## src/rtl/logic_unit_pkg.sv

```systemverilog
// Shared definitions for the logic unit arbiter: opcodes and FSM state encoding.
package logic_unit_pkg;

  localparam logic [1:0] OP_AND  = 2'b00;
  localparam logic [1:0] OP_OR   = 2'b01;
  localparam logic [1:0] OP_XOR  = 2'b10;
  localparam logic [1:0] OP_NAND = 2'b11;

  typedef enum logic [1:0] {
    ST_IDLE   = 2'b00,
    ST_EXEC   = 2'b01,
    ST_RESULT = 2'b10
  } state_t;

endpackage

```

## src/rtl/logic_unit_arbiter_if.sv

```systemverilog
// Request/result bus between two requesters, one consumer and the arbiter.
// Requester i occupies slice i of req_a/req_b (WIDTH bits) and req_op (2 bits).
interface logic_unit_arbiter_if #(
  parameter int unsigned WIDTH = 8
);

  logic [1:0]         req_valid;
  logic [1:0]         req_ready;
  logic [2*WIDTH-1:0] req_a;
  logic [2*WIDTH-1:0] req_b;
  logic [3:0]         req_op;
  logic               res_valid;
  logic               res_ready;
  logic [WIDTH-1:0]   res_data;
  logic               res_id;

  // Requester/consumer side
  modport master (
    output req_valid, req_a, req_b, req_op, res_ready,
    input  req_ready, res_valid, res_data, res_id
  );

  // Arbiter side
  modport slave (
    input  req_valid, req_a, req_b, req_op, res_ready,
    output req_ready, res_valid, res_data, res_id
  );

endinterface

```

## src/rtl/logic_unit.sv

```systemverilog
// Combinational bitwise logic unit: AND / OR / XOR / NAND.
module logic_unit
  import logic_unit_pkg::*;
#(
  parameter int unsigned WIDTH = 8
) (
  input  logic [WIDTH-1:0] a,
  input  logic [WIDTH-1:0] b,
  input  logic [1:0]       op,
  output logic [WIDTH-1:0] y
);

  // Opcode decode
  always_comb begin
    y = '0;
    case (op)
      OP_AND:  y = a & b;
      OP_OR:   y = a | b;
      OP_XOR:  y = a ^ b;
      OP_NAND: y = ~(a & b);
      default: y = '0;
    endcase
  end

endmodule

```

## src/rtl/logic_unit_arbiter.sv

```systemverilog
// Round-robin arbiter sharing one logic unit between two requesters.
// IDLE accepts one request, EXEC registers the result, RESULT holds it until taken.
module logic_unit_arbiter
  import logic_unit_pkg::*;
#(
  parameter int unsigned WIDTH = 8,
  parameter int unsigned CNT_W = 8
) (
  input  logic                 clk,
  input  logic                 rst,
  logic_unit_arbiter_if.slave  bus,
  output logic                 busy,
  output logic [CNT_W-1:0]     done_count
);

  state_t           state;
  logic             last_grant;
  logic             grant;
  logic [1:0]       req_ready;
  logic [WIDTH-1:0] sel_a;
  logic [WIDTH-1:0] sel_b;
  logic [1:0]       sel_op;

  logic [WIDTH-1:0] a_q;
  logic [WIDTH-1:0] b_q;
  logic [1:0]       op_q;
  logic             id_q;
  logic [WIDTH-1:0] y;

  logic [WIDTH-1:0] res_data_q;
  logic             res_id_q;
  logic             res_valid_q;
  logic             busy_q;
  logic [CNT_W-1:0] done_count_q;

  // Round-robin grant: with contention the requester not served last time wins
  always_comb begin
    grant = 1'b0;
    case (bus.req_valid)
      2'b01:   grant = 1'b0;
      2'b10:   grant = 1'b1;
      2'b11:   grant = ~last_grant;
      default: grant = 1'b0;
    endcase

    req_ready = 2'b00;
    if (!rst && state == ST_IDLE && bus.req_valid[grant]) begin
      req_ready = grant ? 2'b10 : 2'b01;
    end

    sel_a  = grant ? bus.req_a[WIDTH +: WIDTH] : bus.req_a[0 +: WIDTH];
    sel_b  = grant ? bus.req_b[WIDTH +: WIDTH] : bus.req_b[0 +: WIDTH];
    sel_op = grant ? bus.req_op[3:2]           : bus.req_op[1:0];
  end

  logic_unit #(
    .WIDTH (WIDTH)
  ) u_logic_unit (
    .a  (a_q),
    .b  (b_q),
    .op (op_q),
    .y  (y)
  );

  // FSM with registered result, status and completion counter
  always_ff @(posedge clk) begin
    if (rst) begin
      state        <= ST_IDLE;
      last_grant   <= 1'b1;
      a_q          <= '0;
      b_q          <= '0;
      op_q         <= '0;
      id_q         <= 1'b0;
      res_data_q   <= '0;
      res_id_q     <= 1'b0;
      res_valid_q  <= 1'b0;
      busy_q       <= 1'b0;
      done_count_q <= '0;
    end else begin
      case (state)
        ST_IDLE: begin
          if (|req_ready) begin
            a_q        <= sel_a;
            b_q        <= sel_b;
            op_q       <= sel_op;
            id_q       <= grant;
            last_grant <= grant;
            busy_q     <= 1'b1;
            state      <= ST_EXEC;
          end
        end
        ST_EXEC: begin
          res_data_q  <= y;
          res_id_q    <= id_q;
          res_valid_q <= 1'b1;
          state       <= ST_RESULT;
        end
        ST_RESULT: begin
          if (bus.res_ready) begin
            res_valid_q  <= 1'b0;
            busy_q       <= 1'b0;
            done_count_q <= done_count_q + CNT_W'(1);
            state        <= ST_IDLE;
          end
        end
        default: begin
          res_valid_q <= 1'b0;
          busy_q      <= 1'b0;
          state       <= ST_IDLE;
        end
      endcase
    end
  end

  assign bus.req_ready = req_ready;
  assign bus.res_valid = res_valid_q;
  assign bus.res_data  = res_data_q;
  assign bus.res_id    = res_id_q;
  assign busy          = busy_q;
  assign done_count    = done_count_q;

endmodule

```

## src/flat_wrapper.sv

```systemverilog
// flat-port wrapper written by rule: the top's interface ports become plain ports
module logic_unit_arbiter_flat import logic_unit_pkg::*;
#(
  parameter int unsigned WIDTH = 8,
  parameter int unsigned CNT_W = 8
)
  (clk, rst, busy, done_count, bus_req_valid, bus_req_a, bus_req_b, bus_req_op, bus_res_ready, bus_req_ready, bus_res_valid, bus_res_data, bus_res_id);
  logic_unit_arbiter_if #(.WIDTH(WIDTH)) bus_i ();
  input  logic clk;
  input  logic rst;
  output logic busy;
  output logic [CNT_W-1:0] done_count;
  input wire logic [$bits(bus_i.req_valid)-1:0] bus_req_valid;
  input wire logic [$bits(bus_i.req_a)-1:0] bus_req_a;
  input wire logic [$bits(bus_i.req_b)-1:0] bus_req_b;
  input wire logic [$bits(bus_i.req_op)-1:0] bus_req_op;
  input wire logic [$bits(bus_i.res_ready)-1:0] bus_res_ready;
  output wire logic [$bits(bus_i.req_ready)-1:0] bus_req_ready;
  output wire logic [$bits(bus_i.res_valid)-1:0] bus_res_valid;
  output wire logic [$bits(bus_i.res_data)-1:0] bus_res_data;
  output wire logic [$bits(bus_i.res_id)-1:0] bus_res_id;
  assign bus_i.req_valid = bus_req_valid;
  assign bus_i.req_a = bus_req_a;
  assign bus_i.req_b = bus_req_b;
  assign bus_i.req_op = bus_req_op;
  assign bus_i.res_ready = bus_res_ready;
  assign bus_req_ready = bus_i.req_ready;
  assign bus_res_valid = bus_i.res_valid;
  assign bus_res_data = bus_i.res_data;
  assign bus_res_id = bus_i.res_id;
  logic_unit_arbiter #(.WIDTH(WIDTH), .CNT_W(CNT_W)) u_core (.clk(clk), .rst(rst), .bus(bus_i), .busy(busy), .done_count(done_count));
endmodule
```

## config.mk

```make
export PLATFORM = sky130hd
export DESIGN_NAME = logic_unit_arbiter_flat
export DESIGN_NICKNAME = d
export VERILOG_FILES = /design/src/rtl/logic_unit_pkg.sv /design/src/rtl/logic_unit_arbiter_if.sv /design/src/rtl/logic_unit.sv /design/src/rtl/logic_unit_arbiter.sv /design/src/flat_wrapper.sv
export SDC_FILE = /design/constraint.sdc
export NUM_CORES = 1
export LEC_CHECK = 0
export ABC_AREA = 1
export ABC_CLOCK_PERIOD_IN_PS = 2000
export CORE_ASPECT_RATIO = 1.4
export CORE_MARGIN = 4
export CORE_UTILIZATION = 44
export DETAILED_ROUTE_END_ITERATION = 8
export PLACE_DENSITY = 0.74
export SLEW_MARGIN = 10
export SYNTH_ARGS = -nofsm -noshare
export SYNTH_HDL_FRONTEND = slang
export SYNTH_SLANG_ARGS = --single-unit
```

## constraint.sdc

```tcl
create_clock -name clk -period 2 [get_ports clk]
set_input_delay 0.4 -clock clk [delete_from_list [all_inputs] [get_ports clk]]
set_output_delay 0.4 -clock clk [all_outputs]
set_load 0.02 [all_outputs]
```

=== After elaboration in Yosys (flattened, before gate mapping) ===
Index checks and enable logic that the tools add are counted.

* Bits in registers: 41
* Bits of input ports: 41
* Output and inout bits: 21
* Logic and storage cells: 56

* Add/subtract/negate cells: 1
* Magnitude comparators: 1
* Eq/ne operators: 9
* Muxes and demuxes: 16
* Bitwise logic cells: 7
* Reductions and logical operators: 11

{| class="wikitable"
|+ Operators by type and width
! cell !! number
|-
| $pmux 8 s4 || 1
|-
| $mux 8 || 2
|-
| $eq 2x2->1 const B || 5
|-
| $mux 2 || 5
|-
| $add 8x1->8 const B || 1
|-
| $and 8x8->8 || 1
|-
| $not 8->8 || 1
|-
| $or 8x8->8 || 1
|-
| $reduce_and 2->1 || 4
|-
| $xor 8x8->8 || 1
|-
| $pmux 1 s3 || 2
|-
| $pmux 2 s3 || 1
|-
| $eq 2x1->1 const B || 2
|-
| $logic_not 2->1 || 2
|-
| $mux 1 || 4
|-
| $ne 2x2->1 const B || 2
|-
| $not 1->1 || 3
|-
| $reduce_and 3->1 || 1
|-
| $logic_and 1x1->1 || 2
|-
| $lt 1x2->1 const B || 1
|-
| $pmux 1 s2 || 1
|-
| $reduce_or 2->1 || 1
|-
| $logic_not 1->1 || 1
|}

=== Depth between registers and ports, before layout ===
* Depth after elaboration: 9
* Gate-level depth with buffers: 8
* Depth with buffers taken out: 7

=== Modules after synthesis ===
A second synthesis with hierarchy kept.

* Cells, all modules: 351
* Area total of the unflattened synthesis: 2406.1 µm²

{| class="wikitable"
|+ Modules (own cells, without submodules)
! module !! times used !! cells an instance !! area each (µm²) !! seq. area each (µm²)
|-
| logic_unit_arbiter || 1 || 257 || 1818.0 || 820.8
|-
| logic_unit || 1 || 94 || 588.1 || 0.0
|}

=== Worst setup path after synthesis ===
OpenSTA, ideal clock, no wires.

* Path type: register to output
* Start point: register u_core.state[1]
* End point: output bus_req_ready[0]
* Data arrival time: 1141 ps
* Required time: 1600 ps
* Path slack: 459 ps
* Stages on the path, launching flop included: 7
* Path buffers: 1
* Cell sequence: dfxtp_1 nor2_1 o21ai_2 nor2_2 inv_1 buf_2 nor2_1

* Word-level cells in the longest chain between the ends: 4

{| class="wikitable"
|+ Ends and longest elaborated chain
! element !! line !! RTL
|-
| start, declared || logic_unit_arbiter.sv:16 || <nowiki>state_t state;</nowiki>
|-
| start signal, assigned || logic_unit_arbiter.sv:68 || <nowiki>state <= ST_IDLE;</nowiki>
|-
| start signal, assigned || logic_unit_arbiter.sv:89 || <nowiki>state <= ST_EXEC;</nowiki>
|-
| start signal, assigned || logic_unit_arbiter.sv:96 || <nowiki>state <= ST_RESULT;</nowiki>
|-
| $logic_not 2->1 || logic_unit_arbiter.sv:47 || <nowiki>if (!rst && state == ST_IDLE && bus.req_valid[grant]) begin</nowiki>
|-
| $logic_and 1x1->1 (2 in a row) || logic_unit_arbiter.sv:47 ||
|-
| $mux 2 || logic_unit_arbiter.sv:47 ||
|-
| end, declared || flat_wrapper.sv:18 || <nowiki>output wire logic [$bits(bus_i.req_ready)-1:0] bus_req_ready;</nowiki>
|}

No other way between the ends.

=== Worst setup path after layout ===
* Start point: input bus_req_valid[1]
* End point: output bus_req_ready[0]

* Word-level cells in the longest chain between the ends: 6
* Elaborated cells on any way between the ends: 8
* Classes of those cells: eq/ne (2); mux (5); reduce/logical (1)

{| class="wikitable"
|+ Ends and longest elaborated chain
! element !! line !! RTL
|-
| start, declared || flat_wrapper.sv:13 || <nowiki>input wire logic [$bits(bus_i.req_valid)-1:0] bus_req_valid;</nowiki>
|-
| $eq 2x2->1 || logic_unit_arbiter.sv:39 || <nowiki>case (bus.req_valid)</nowiki>
|-
| $pmux 1 s2 || logic_unit_arbiter.sv:39 ||
|-
| $mux 1 (not written as such) (2 in a row) || logic_unit_arbiter.sv:47 ||
|-
| $logic_and 1x1->1 || logic_unit_arbiter.sv:47 ||
|-
| $mux 2 * || logic_unit_arbiter.sv:47 ||
|}

Mark *: on every way between the ends. The rest lies on a longest branch, timed or not. The select of a mux whose other input is x is not followed.

==> run summary <==
Outcome - finished, final reports clean
Vias post-DR - 2207
DP HPWL - 3.99 mm
Biggest area consumer among synthesized cells - dfxtp_1
Htree depth - 2
Total power draw - 1.91 mW
Die H - 91.9 microns
Syn avg cell area - 6.67 sq um
WS Path Type - in2out
Compound-cell area share of the yosys netlist - 0.132
Post-synth EDFFs - 0
Layout Nets - 456
Crit start category - input pin
Synth area leaders - dfxtp_1, nand2_1, ha_1
Post-Route Setup TNS - 0 ps
Initial Utilization - 0.454
Library cells used by synthesis - 23
Initial antenna violation count - 0
Top post-synthesis cells by count - nand2_1, dfxtp_1, inv_1, o21ai_0, nor2_1
Number of global-route vias before repair - 2105
Core Util, Final - 0.616
Max-slew headroom - 0.596
Core Region - 4880 sq um
Gp weighted congestion - 0.860
Die W - 68.0 microns
Global-route wire length before repair - 8.99 mm
Slew Viols, Final - 0
Clk root buf - clkbuf_8
Endpoints failing hold - 0
Layout cells sized above 1 - 0.0677
Post-synthesis xor/xnor area fraction - 0.00395
Port bufs - 61
RSZ-0062 raised after global routing - no
Vias/cell - 4.77
CTS max path bufs - 2
CP Capture Type - output pin
First drt pass iteration count - 4
Most frequent cell after synthesis - nand2_1
Multi-input gate area - 1200 sq um
Max cap viols - 0
Gr usage total - 0.182
HP Class - reg2reg
Initial DRC count - 53
Num rows - 30
Mapped cell area - 2210 sq um
CP Data Required Time - 1600 ps
Sequential-to-total area share from yosys stat - 0.371
Pwr Density - 637 nW/um^2
Slew of the pin with the lowest slew margin - 605 ps
Mapped Nets - 390
Fin Clk Skew - 7.69 ps
Synth top area share - 0.371
Async SR Flop Fraction - 0
Fill count - 492
Total global routing overflow - 0
Synth Area in Simple Gates - 0.309
Register area - 821 sq um
Worst-path clk slew - 90 ps
I/O pin count - 62
Drt total wl - 5.05 mm
Mux contribution to synthesized area - 0
Worst Path Arrival - 1480 ps
CTS tree - done
Mapped Cells - 332
Worst skew pair latency - 300 ps
Setup violations, final - 0
Number of antenna cells inserted - 0
Largest family of logic cells by synthesized area - simple AND/OR/NAND/NOR gates
# Post-CTS Setup Buffers - 0
Period utilisation layout - 0.942
P_leak - 1.28 nW
Largest net degree at the start of global routing - 24
Critical path fanouts, max - 4
Adder-cell share of the synthesized area - 0.0960
Tmin final - 1880 ps
Wire per inst - 10.9 microns
Post-route ant nets - 0
CTS Buf Count - 5
Main synth FF type - dfxtp_1
Worst vdd ir - 0.000403 V
Die Footprint - 6250 sq um
Sink Count - 41
Max Freq - 0.531 GHz
Flops & latches, synth - 41
Residual DRC count - 0
Area grow syn2layout - 35.6%
Syn. warnings - 0
==> final cells by class <==
class	count	share of cell area
multi-input cells	243	0.399
flip-flops and latches	41	0.273
repair buffers	71	0.225
inverters	36	0.0450
well taps	64	0.0267
clock buffers	5	0.0229
clock inverters	3	0.00833
==> power by group <==
group / switching (mW) / internal, mW
Combinational: 0.226 / 0.211
Sequential: 0.0399 / 0.873
Clock: 0.309 / 0.254
Total: 0.575 / 1.34
==> registers in the layout (all words and copies together), names as in the netlist <==
register              flops
u_core.bus.res_valid      1
u_core.op_q               2
u_core.b_q                8
u_core.a_q                8
u_core.last_grant         1
u_core.id_q               1
u_core.done_count         8
u_core.bus.res_id         1
u_core.bus.res_data       8
u_core.state              2
u_core.busy               1
==> final timing paths <==
| path | startpoint | end | slack [ps] | depth (start not counted) |
|---|---|---|---|---|
| max | bus_req_valid[1] | bus_req_ready[0] | 120 | 6 |
| min | u_core.id_q | u_core.id_q | 480 | 2 |
| max reg2reg | u_core.state[1] | u_core.bus.res_data[1] | 500 | 5 |
| min reg2reg | u_core.id_q | u_core.id_q | 480 | 2 |
==> layout by cell type, fill, tap and decap left out, drive strengths merged <==
cell	instances
buf	11
a21oi	22
dfxtp	41
nor2	27
a31oi	3
ha	17
nand3	11
o21bai	2
nor3	8
nand4	1
inv	37
clkinvlp	1
nand2	123
xor2	1
clkdlybuf4s50	59
o21ai	26
o21a	2
clkinv	1
clkbuf	6
==> logic make-up after synthesis <==
logic type | after synthesis
and+or+nand+nor | 170
AOI/OAI and AO/OA | 55
buffers and inverters | 48
DFF | 41
adders and majority gates | 17
xor gates and xnor gates | 1
==> through the flow <==
step	hold WS, ps	worst slack, ps	area [sq um]	std cells
finish	477	116	3000	463
global route	501	32.0	3000	463
CTS	479	20.8	3020	463
detailed placement	465	-298	2920	455
global placement	467	-296	2920	455
floorplan	433	459	2210	332
==> per-layer routing <==
metal / part of all wire / vias to the layer above / global-route usage
met1: 0.39 / 964 / 0.195
li1: - / 1176 / -
met5: 0 / - / 0
met3: 0.045 / 10 / 0.0319
met4: 0.022 / 0 / 0.0697
met2: 0.54 / 57 / 0.337
==> repair_timing <==
action / CTS / global route
hold buffers: 0 / 0
gates cloned: 0 / 0
gates resized for setup: 5 / 2
setup endpoints to repair: 2 / 2
pin swaps: 0 / 1
==> critical path: stages <==
cell and delay [ps]:
clkdlybuf4s50_1 490, o21ai_2 90, nor2_2 170, inv_1 70, nor2_1 90, buf_2 170
No activity file was read; power rests on OpenSTA's default activity.
